===== config.mk =====
export PLATFORM = sky130hd
export DESIGN_NAME = logic_cmd_issuer
export DESIGN_NICKNAME = d
export VERILOG_FILES = /design/src/rtl/logic_cmd_issuer.sv
export SDC_FILE = /design/constraint.sdc
export NUM_CORES = 1
export LEC_CHECK = 0
export ABC_AREA = 0
export ABC_CLOCK_PERIOD_IN_PS = 9100
export BUFFER_PORTS_ARGS = -buffer_cell sky130_fd_sc_hd__buf_2
export CORE_ASPECT_RATIO = 1.1
export CORE_MARGIN = 1
export CORE_UTILIZATION = 50
export DETAILED_ROUTE_END_ITERATION = 16
export PLACE_DENSITY = 0.77
export SETUP_SLACK_MARGIN = 0.2
export SLEW_MARGIN = 20
export SYNTH_ARGS = -nofsm -noshare
export SYNTH_HDL_FRONTEND = slang
export SYNTH_SLANG_ARGS = --single-unit

===== constraint.sdc =====
create_clock -name clk -period 9.1 [get_ports clk]
set_clock_uncertainty 0.05 [all_clocks]
set_input_delay 2.275 -clock clk [delete_from_list [all_inputs] [get_ports clk]]
set_output_delay 2.275 -clock clk [all_outputs]
set_load 0.05 [all_outputs]

===== src/rtl/logic_cmd_issuer.sv =====
// logic_cmd_issuer: command-side initiator for the 64-bit combinational logic
// unit. Commands are queued in a small FIFO and issued one at a time. The
// operands and select are held in registers while the unit evaluates. The
// result is captured and returned with its tag over a valid/ready handshake.
module logic_cmd_issuer #(
  parameter int WIDTH = 64,
  parameter int DEPTH = 4,
  parameter int TAGW  = 4
) (
  input  logic             clk,
  input  logic             rst,
  // command handshake
  input  logic             cmd_valid,
  output logic             cmd_ready,
  input  logic [WIDTH-1:0] cmd_a,
  input  logic [WIDTH-1:0] cmd_b,
  input  logic [2:0]       cmd_op,
  input  logic [TAGW-1:0]  cmd_tag,
  // logic unit side
  output logic [WIDTH-1:0] lu_a,
  output logic [WIDTH-1:0] lu_b,
  output logic [2:0]       lu_sel,
  input  logic [WIDTH-1:0] lu_res,
  // response handshake
  output logic             rsp_valid,
  input  logic             rsp_ready,
  output logic [WIDTH-1:0] rsp_res,
  output logic [TAGW-1:0]  rsp_tag,
  output logic             rsp_zero,
  // status
  output logic             busy,
  output logic [15:0]      op_count
);

  localparam int AW = (DEPTH > 1) ? $clog2(DEPTH) : 1;
  localparam int CW = AW + 1;
  localparam int EW = 2 * WIDTH + 3 + TAGW;

  typedef enum logic [1:0] {
    S_IDLE  = 2'd0,
    S_DRIVE = 2'd1,
    S_RESP  = 2'd2
  } state_t;

  // FIFO storage and bookkeeping
  logic [EW-1:0]    r_mem [DEPTH];
  logic [AW-1:0]    r_wr_ptr;
  logic [AW-1:0]    r_rd_ptr;
  logic [CW-1:0]    r_count;

  // issue / response state
  state_t           r_state;
  logic [WIDTH-1:0] r_lu_a;
  logic [WIDTH-1:0] r_lu_b;
  logic [2:0]       r_lu_sel;
  logic [TAGW-1:0]  r_cur_tag;
  logic             r_rsp_valid;
  logic [WIDTH-1:0] r_rsp_res;
  logic [TAGW-1:0]  r_rsp_tag;
  logic             r_rsp_zero;
  logic [15:0]      r_op_count;

  logic             w_full;
  logic             w_empty;
  logic             w_push;
  logic             w_pop;
  logic             w_rsp_hs;
  logic [WIDTH-1:0] w_head_a;
  logic [WIDTH-1:0] w_head_b;
  logic [2:0]       w_head_op;
  logic [TAGW-1:0]  w_head_tag;

  // Full/empty come from the registered count only, so cmd_ready never
  // depends on a pop happening in the same cycle.
  assign w_full    = (r_count == CW'(DEPTH));
  assign w_empty   = (r_count == '0);
  assign cmd_ready = !w_full && !rst;
  assign w_push    = cmd_valid && cmd_ready;

  // The head entry stays in the FIFO while it is being driven and leaves
  // at the capture edge, so an in-flight command does not occupy a slot
  // once its result is held.
  assign w_pop     = (r_state == S_DRIVE);
  assign w_rsp_hs  = (r_state == S_RESP) && rsp_ready;

  // Head of queue is read asynchronously: it must be loadable onto lu_*
  // in the same cycle the FSM decides to issue.
  assign {w_head_a, w_head_b, w_head_op, w_head_tag} = r_mem[r_rd_ptr];

  // Command storage write; the array carries no reset because emptiness is
  // tracked by the count.
  always_ff @(posedge clk) begin
    if (w_push) begin
      r_mem[r_wr_ptr] <= {cmd_a, cmd_b, cmd_op, cmd_tag};
    end
  end

  // FIFO pointers and occupancy; simultaneous push and pop leave the count
  // unchanged. Power-of-two depth lets the pointers wrap naturally.
  always_ff @(posedge clk) begin
    if (rst) begin
      r_wr_ptr <= '0;
      r_rd_ptr <= '0;
      r_count  <= '0;
    end else begin
      if (w_push) begin
        r_wr_ptr <= r_wr_ptr + AW'(1);
      end
      if (w_pop) begin
        r_rd_ptr <= r_rd_ptr + AW'(1);
      end
      if (w_push && !w_pop) begin
        r_count <= r_count + CW'(1);
      end else if (!w_push && w_pop) begin
        r_count <= r_count - CW'(1);
      end
    end
  end

  // Issue FSM: load operands, let the unit settle for a full cycle,
  // capture the result and hold it until the consumer takes it.
  always_ff @(posedge clk) begin
    if (rst) begin
      r_state     <= S_IDLE;
      r_lu_a      <= '0;
      r_lu_b      <= '0;
      r_lu_sel    <= '0;
      r_cur_tag   <= '0;
      r_rsp_valid <= 1'b0;
      r_rsp_res   <= '0;
      r_rsp_tag   <= '0;
      r_rsp_zero  <= 1'b0;
      r_op_count  <= '0;
    end else begin
      case (r_state)
        S_IDLE: begin
          if (!w_empty) begin
            r_lu_a    <= w_head_a;
            r_lu_b    <= w_head_b;
            r_lu_sel  <= w_head_op;
            r_cur_tag <= w_head_tag;
            r_state   <= S_DRIVE;
          end
        end
        S_DRIVE: begin
          r_rsp_res   <= lu_res;
          r_rsp_zero  <= (lu_res == '0);
          r_rsp_tag   <= r_cur_tag;
          r_rsp_valid <= 1'b1;
          r_state     <= S_RESP;
        end
        S_RESP: begin
          if (w_rsp_hs) begin
            r_rsp_valid <= 1'b0;
            r_op_count  <= r_op_count + 16'd1;
            // Head was already popped in DRIVE, so a non-empty FIFO here
            // means a fresh command is waiting.
            if (!w_empty) begin
              r_lu_a    <= w_head_a;
              r_lu_b    <= w_head_b;
              r_lu_sel  <= w_head_op;
              r_cur_tag <= w_head_tag;
              r_state   <= S_DRIVE;
            end else begin
              r_state <= S_IDLE;
            end
          end
        end
        default: begin
          r_state <= S_IDLE;
        end
      endcase
    end
  end

  assign lu_a      = r_lu_a;
  assign lu_b      = r_lu_b;
  assign lu_sel    = r_lu_sel;
  assign rsp_valid = r_rsp_valid;
  assign rsp_res   = r_rsp_res;
  assign rsp_tag   = r_rsp_tag;
  assign rsp_zero  = r_rsp_zero;
  assign op_count  = r_op_count;
  assign busy      = (r_state != S_IDLE) || !w_empty;

endmodule


==> summary by stage <==
Synthesis
After synthesis, the cell types taking the most area are sky130_fd_sc_hd__edfxtp_1 58%, sky130_fd_sc_hd__dfxtp_1 17%, sky130_fd_sc_hd__mux4_2 11%. The share of the Yosys chip area taken by registers is 0.750. After technology mapping, the gate count stands at 1758.

The synthesized netlist net count is 1968. The largest total area in the synthesized netlist belongs to sky130_fd_sc_hd__edfxtp_1. The number of library cell types mapped by synthesis is 35. The total of warnings raised by yosys is 0. A synthesized cell averages 15.8 um^2. The total of flip-flops plus latches after synthesis is 772.

Summing every instance area after synthesis gives 0.0278 mm^2. The area share of the largest cell type after synthesis is 0.583.

Layout
The post-route cell area is 0.0331 mm^2. The fraction of layout instances using a drive strength above 1 is 0.315. After filler insertion, the fill cell instance count of the layout stands at 4080. In the final design database the tool counted 2386 nets. Leaving out filler cells and counting taps, the final layout contains 2985.

The post-route core utilization is 0.602. The area growth from synthesis to final layout is 18.8%.

Clock tree
The total clock sinks is 772. The maximum root-to-sink buffer count is 3. Clock-pin slew was measured on the worst setup and hold paths at 0.05 ns. The number of buffers added by the clock tree synthesis step is 77. The clock latency on the worst-skew pair is 0.62 ns. In this run the post-CTS setup repair buffer count came out at 0. The number of hold-repair buffers added at the cts stage is 0. TritonCTS built the clock tree. In this run the number of H-tree levels came out at 3. The tree is rooted in a sky130_fd_sc_hd__clkbuf_16. Post-CTS repair changed the size of 0 cells.

STA
The total negative setup slack is 0 ns. Setup repair after global routing left no endpoint under its margin. The count of pins over their slew limit is 0. For this run, the top clock speed supported by timing is 180 MHz.

The final critical-path required period is 5.55 ns. The hold violation total from the final report is 0. Dividing the final minimum period by the clock period gives 0.610. At the pin with the least slew margin, the transition time is 1.12 ns. The least setup slack across all paths after layout is 3.55 ns. Setup violations remaining at the end of the flow were counted as 0. The max-slew headroom at the worst pin is 0.252.

Setup path
The required time of the critical path is 6.78 ns. The instance count on the critical path is 3. In this run the worst setup path begins at rst. The number of cells on the worst reg-to-reg path is 9. At the worst endpoint, the arrival time is 3.23 ns. For flop-to-flop paths, the worst setup slack is 5.45 ns. The library cell contributing the largest single delay on the critical path is sky130_fd_sc_hd__a21oi_1.

In this run the worst setup path terminates at cmd_ready. The critical path endpoint category is a primary output. The startpoint of the lowest-slack register-to-register path is r_state[0]. The worst setup path is launched from a primary input. In this run the worst path has a maximum fanout of 75. The number of buffers and inverters on the critical path is 2. The critical path start-end classification is in2out. Walking the worst path, the cells encountered are clkbuf_8 > a21oi_1 > buf_2. In this design, the stage delay of the slowest critical-path cell is 0.32 ns.

In this run the critical register-to-register path is captured at r_count[2]. In this design, the largest share of critical-path delay is due to buffers and inverters.

Global route
The via count of the first global-routing pass is 16395. The initial antenna violation count is 26. The wire length of the first global-routing pass is 96400 um. The remaining global-route overflow is 0. In the global route stage, overall resource usage came out at 0.229.

Entering global routing, the biggest net connects 96 pins.

Place
Once detailed placement completed, the half-perimeter wirelength came to 39800 um. The total placed cells including tap cells is 2833. Buffers placed on the I/O ports in this run total 421.

At the placement stage, the worst setup path has a slack of 3.53 ns. Routability-driven placement finished with a final weighted congestion of 0.775. The area of placed instances is 0.0305 mm^2.

Floorplan
The die covers 0.0566 mm^2. Measured along the y axis, the die boundary spans 249 um. The die is 227 um wide. The number of rows in the core area is 90.

The count of boundary I/O pins is 422. The floorplan step defined a core boundary enclosing 0.0550 mm^2. The starting density of the core is 0.506.

Status
The flow ran to the end, and the final reports show no timing, DRC or antenna violations.

Routing
The detailed-route wire length is 65600 um. The count of routing violations after the opening detailed-route iteration is 903. The detailed-router iteration count before antenna repair is 5. The average vias per placed instance is 5.53. The detail-routed net length per standard cell is 22.0 um. For this run, design rule violations remaining after detail routing come to 0.

The count of nets left with antenna violations once routing finished came out at 0. The total number of vias is 16497.

Pwr
The power density relative to cell area is 331 mW/mm^2. VDD sags by at most 0.293 mV. In this run the static leakage power is 11.7 nW.

Flow run
The total of max-cap violations is 0.

Hold path
The min-delay analysis places its worst path in the category reg2reg.
-- layer usage --
layer,GRT usage,vias up,share of wire
li1,-,7380,-
met1,0.270,8243,0.36
met2,0.387,691,0.51
met3,0.0553,155,0.076
met4,0.122,28,0.045
met5,0,-,0.0028
-- cell type report --
class	instances	area (um^2)	share of cell area
well taps	736	921	0.0279
clock inverters	30	264	0.00798
repair buffers	440	2260	0.0683
clock buffers	111	2230	0.0675
multi-input cells	875	6450	0.195
inverters	10	38.8	0.00117
diodes	11	27.5	0.000832
flip-flops and latches	772	20900	0.631
-- cell usage in the layout (no fill, tap or decap), types with 2 or more instances in the layout --
cell type,instances
sky130_fd_sc_hd__nor4_1,18
sky130_fd_sc_hd__buf_2,420
sky130_fd_sc_hd__clkinvlp_4,2
sky130_fd_sc_hd__xnor2_1,11
sky130_fd_sc_hd__clkbuf_1,20
sky130_fd_sc_hd__nand3_1,5
sky130_fd_sc_hd__clkinv_2,14
sky130_fd_sc_hd__inv_1,9
sky130_fd_sc_hd__nand2_1,413
sky130_fd_sc_hd__mux4_2,135
sky130_fd_sc_hd__nor3_4,2
sky130_fd_sc_hd__a31o_2,2
sky130_fd_sc_hd__ha_1,6
sky130_fd_sc_hd__mux2i_1,2
sky130_fd_sc_hd__nor3_1,5
sky130_fd_sc_hd__a21oi_1,210
sky130_fd_sc_hd__nand3b_1,2
sky130_fd_sc_hd__bufinv_16,3
sky130_fd_sc_hd__clkbuf_16,81
sky130_fd_sc_hd__and2_4,4
sky130_fd_sc_hd__dfxtp_1,230
sky130_fd_sc_hd__nand4_1,8
sky130_fd_sc_hd__or3_1,3
sky130_fd_sc_hd__inv_6,4
sky130_fd_sc_hd__o31ai_1,2
sky130_fd_sc_hd__dfxtp_4,2
sky130_fd_sc_hd__o21ai_0,2
sky130_fd_sc_hd__mux2_2,2
sky130_fd_sc_hd__clkinv_1,6
sky130_fd_sc_hd__nor2b_1,2
sky130_fd_sc_hd__nor2_1,29
sky130_fd_sc_hd__buf_4,19
sky130_fd_sc_hd__diode_2,11
sky130_fd_sc_hd__clkbuf_8,10
sky130_fd_sc_hd__edfxtp_1,540
sky130_fd_sc_hd__xor2_1,4
-- cells by family (layout without fill, tap and decap cells) --
group | after synthesis | count (layout) | synth area share
flops | 772 | 772 | 0.750
simple gates | 497 | 497 | 0.0725
compound gates | 217 | 217 | 0.0397
mux | 139 | 139 | 0.111
buf+inv | 111 | 591 | 0.0192
xor+xnor | 15 | 15 | 0.00472
fa+ha+maj | 7 | 7 | 0.00342
other cells | 0 | 11 | 0
-- worst min-delay path, cell delays in order (launching register included) --
cell and delay, ns:
sky130_fd_sc_hd__dfxtp_1 0.30, sky130_fd_sc_hd__nand2_1 0.05, sky130_fd_sc_hd__a21oi_1 0.05
-- state kept, by name (all words and copies together) (netlist names), named ones only --
register and flops:
lu_b 64, lu_sel 3, rsp_tag 4, r_cur_tag 4, r_mem 540, rsp_valid 1
op_count 16, r_wr_ptr 2, r_count 3, rsp_res 64, lu_a 64, r_rd_ptr 2
r_state 2, rsp_zero 1
-- metrics by stage --
step | hold WS (ns) | total power [W]
floorplan | 0.382 | 0.00709
global placement | 0.388 | 0.00786
detailed placement | 0.394 | 0.00793
CTS | 0.402 | 0.0110
global route | 0.418 | 0.0114
finish | 0.401 | 0.0109
-- cell usage after synthesis --
cell	count
sky130_fd_sc_hd__buf_6	5
sky130_fd_sc_hd__clkbuf_1	53
sky130_fd_sc_hd__or3_1	4
sky130_fd_sc_hd__o31ai_1	2
sky130_fd_sc_hd__buf_1	2
sky130_fd_sc_hd__inv_2	1
sky130_fd_sc_hd__xor2_1	4
sky130_fd_sc_hd__buf_4	11
sky130_fd_sc_hd__nand2b_1	1
sky130_fd_sc_hd__edfxtp_1	540
sky130_fd_sc_hd__a21oi_1	210
sky130_fd_sc_hd__nand3b_1	2
sky130_fd_sc_hd__nand3_1	5
sky130_fd_sc_hd__dfxtp_1	232
sky130_fd_sc_hd__nand4b_1	1
sky130_fd_sc_hd__nor3_4	2
sky130_fd_sc_hd__nand4_1	8
sky130_fd_sc_hd__nand2_1	413
sky130_fd_sc_hd__and2b_1	1
sky130_fd_sc_hd__mux2_2	2
sky130_fd_sc_hd__nor2_1	29
sky130_fd_sc_hd__nor2b_1	3
sky130_fd_sc_hd__buf_2	30
sky130_fd_sc_hd__ha_1	6
sky130_fd_sc_hd__xnor2_1	11
sky130_fd_sc_hd__inv_1	9
sky130_fd_sc_hd__mux4_2	135
sky130_fd_sc_hd__o21ai_0	2
sky130_fd_sc_hd__a211oi_2	1
sky130_fd_sc_hd__a31o_2	2
sky130_fd_sc_hd__fa_1	1
sky130_fd_sc_hd__nor4_1	18
sky130_fd_sc_hd__and2_1	5
sky130_fd_sc_hd__nor3_1	5
sky130_fd_sc_hd__mux2i_1	2
-- power by group --
group / internal, W / switching, W / leakage, nW / total [W]
Clock: 0.00180 / 0.00130 / 1.23 / 0.00311
Sequential: 0.00427 / 0.000247 / 6.80 / 0.00452
Combinational: 0.000898 / 0.00242 / 3.72 / 0.00332
-- how the worst min path moves through the flow --
stage / from / to / slack, ns / depth (start not counted)
after floorplan: r_cur_tag[0] / rsp_tag[0] / 0.38 / 2
after global placement: rsp_res[24] / rsp_res[24] / 0.39 / 2
after detailed placement: lu_b[48] / lu_b[48] / 0.39 / 2
after CTS: lu_b[48] / lu_b[48] / 0.40 / 2
after global routing: rsp_res[31] / rsp_res[31] / 0.42 / 2
final: lu_b[48] / lu_b[48] / 0.40 / 2
(Power assumes the default switching activity.)
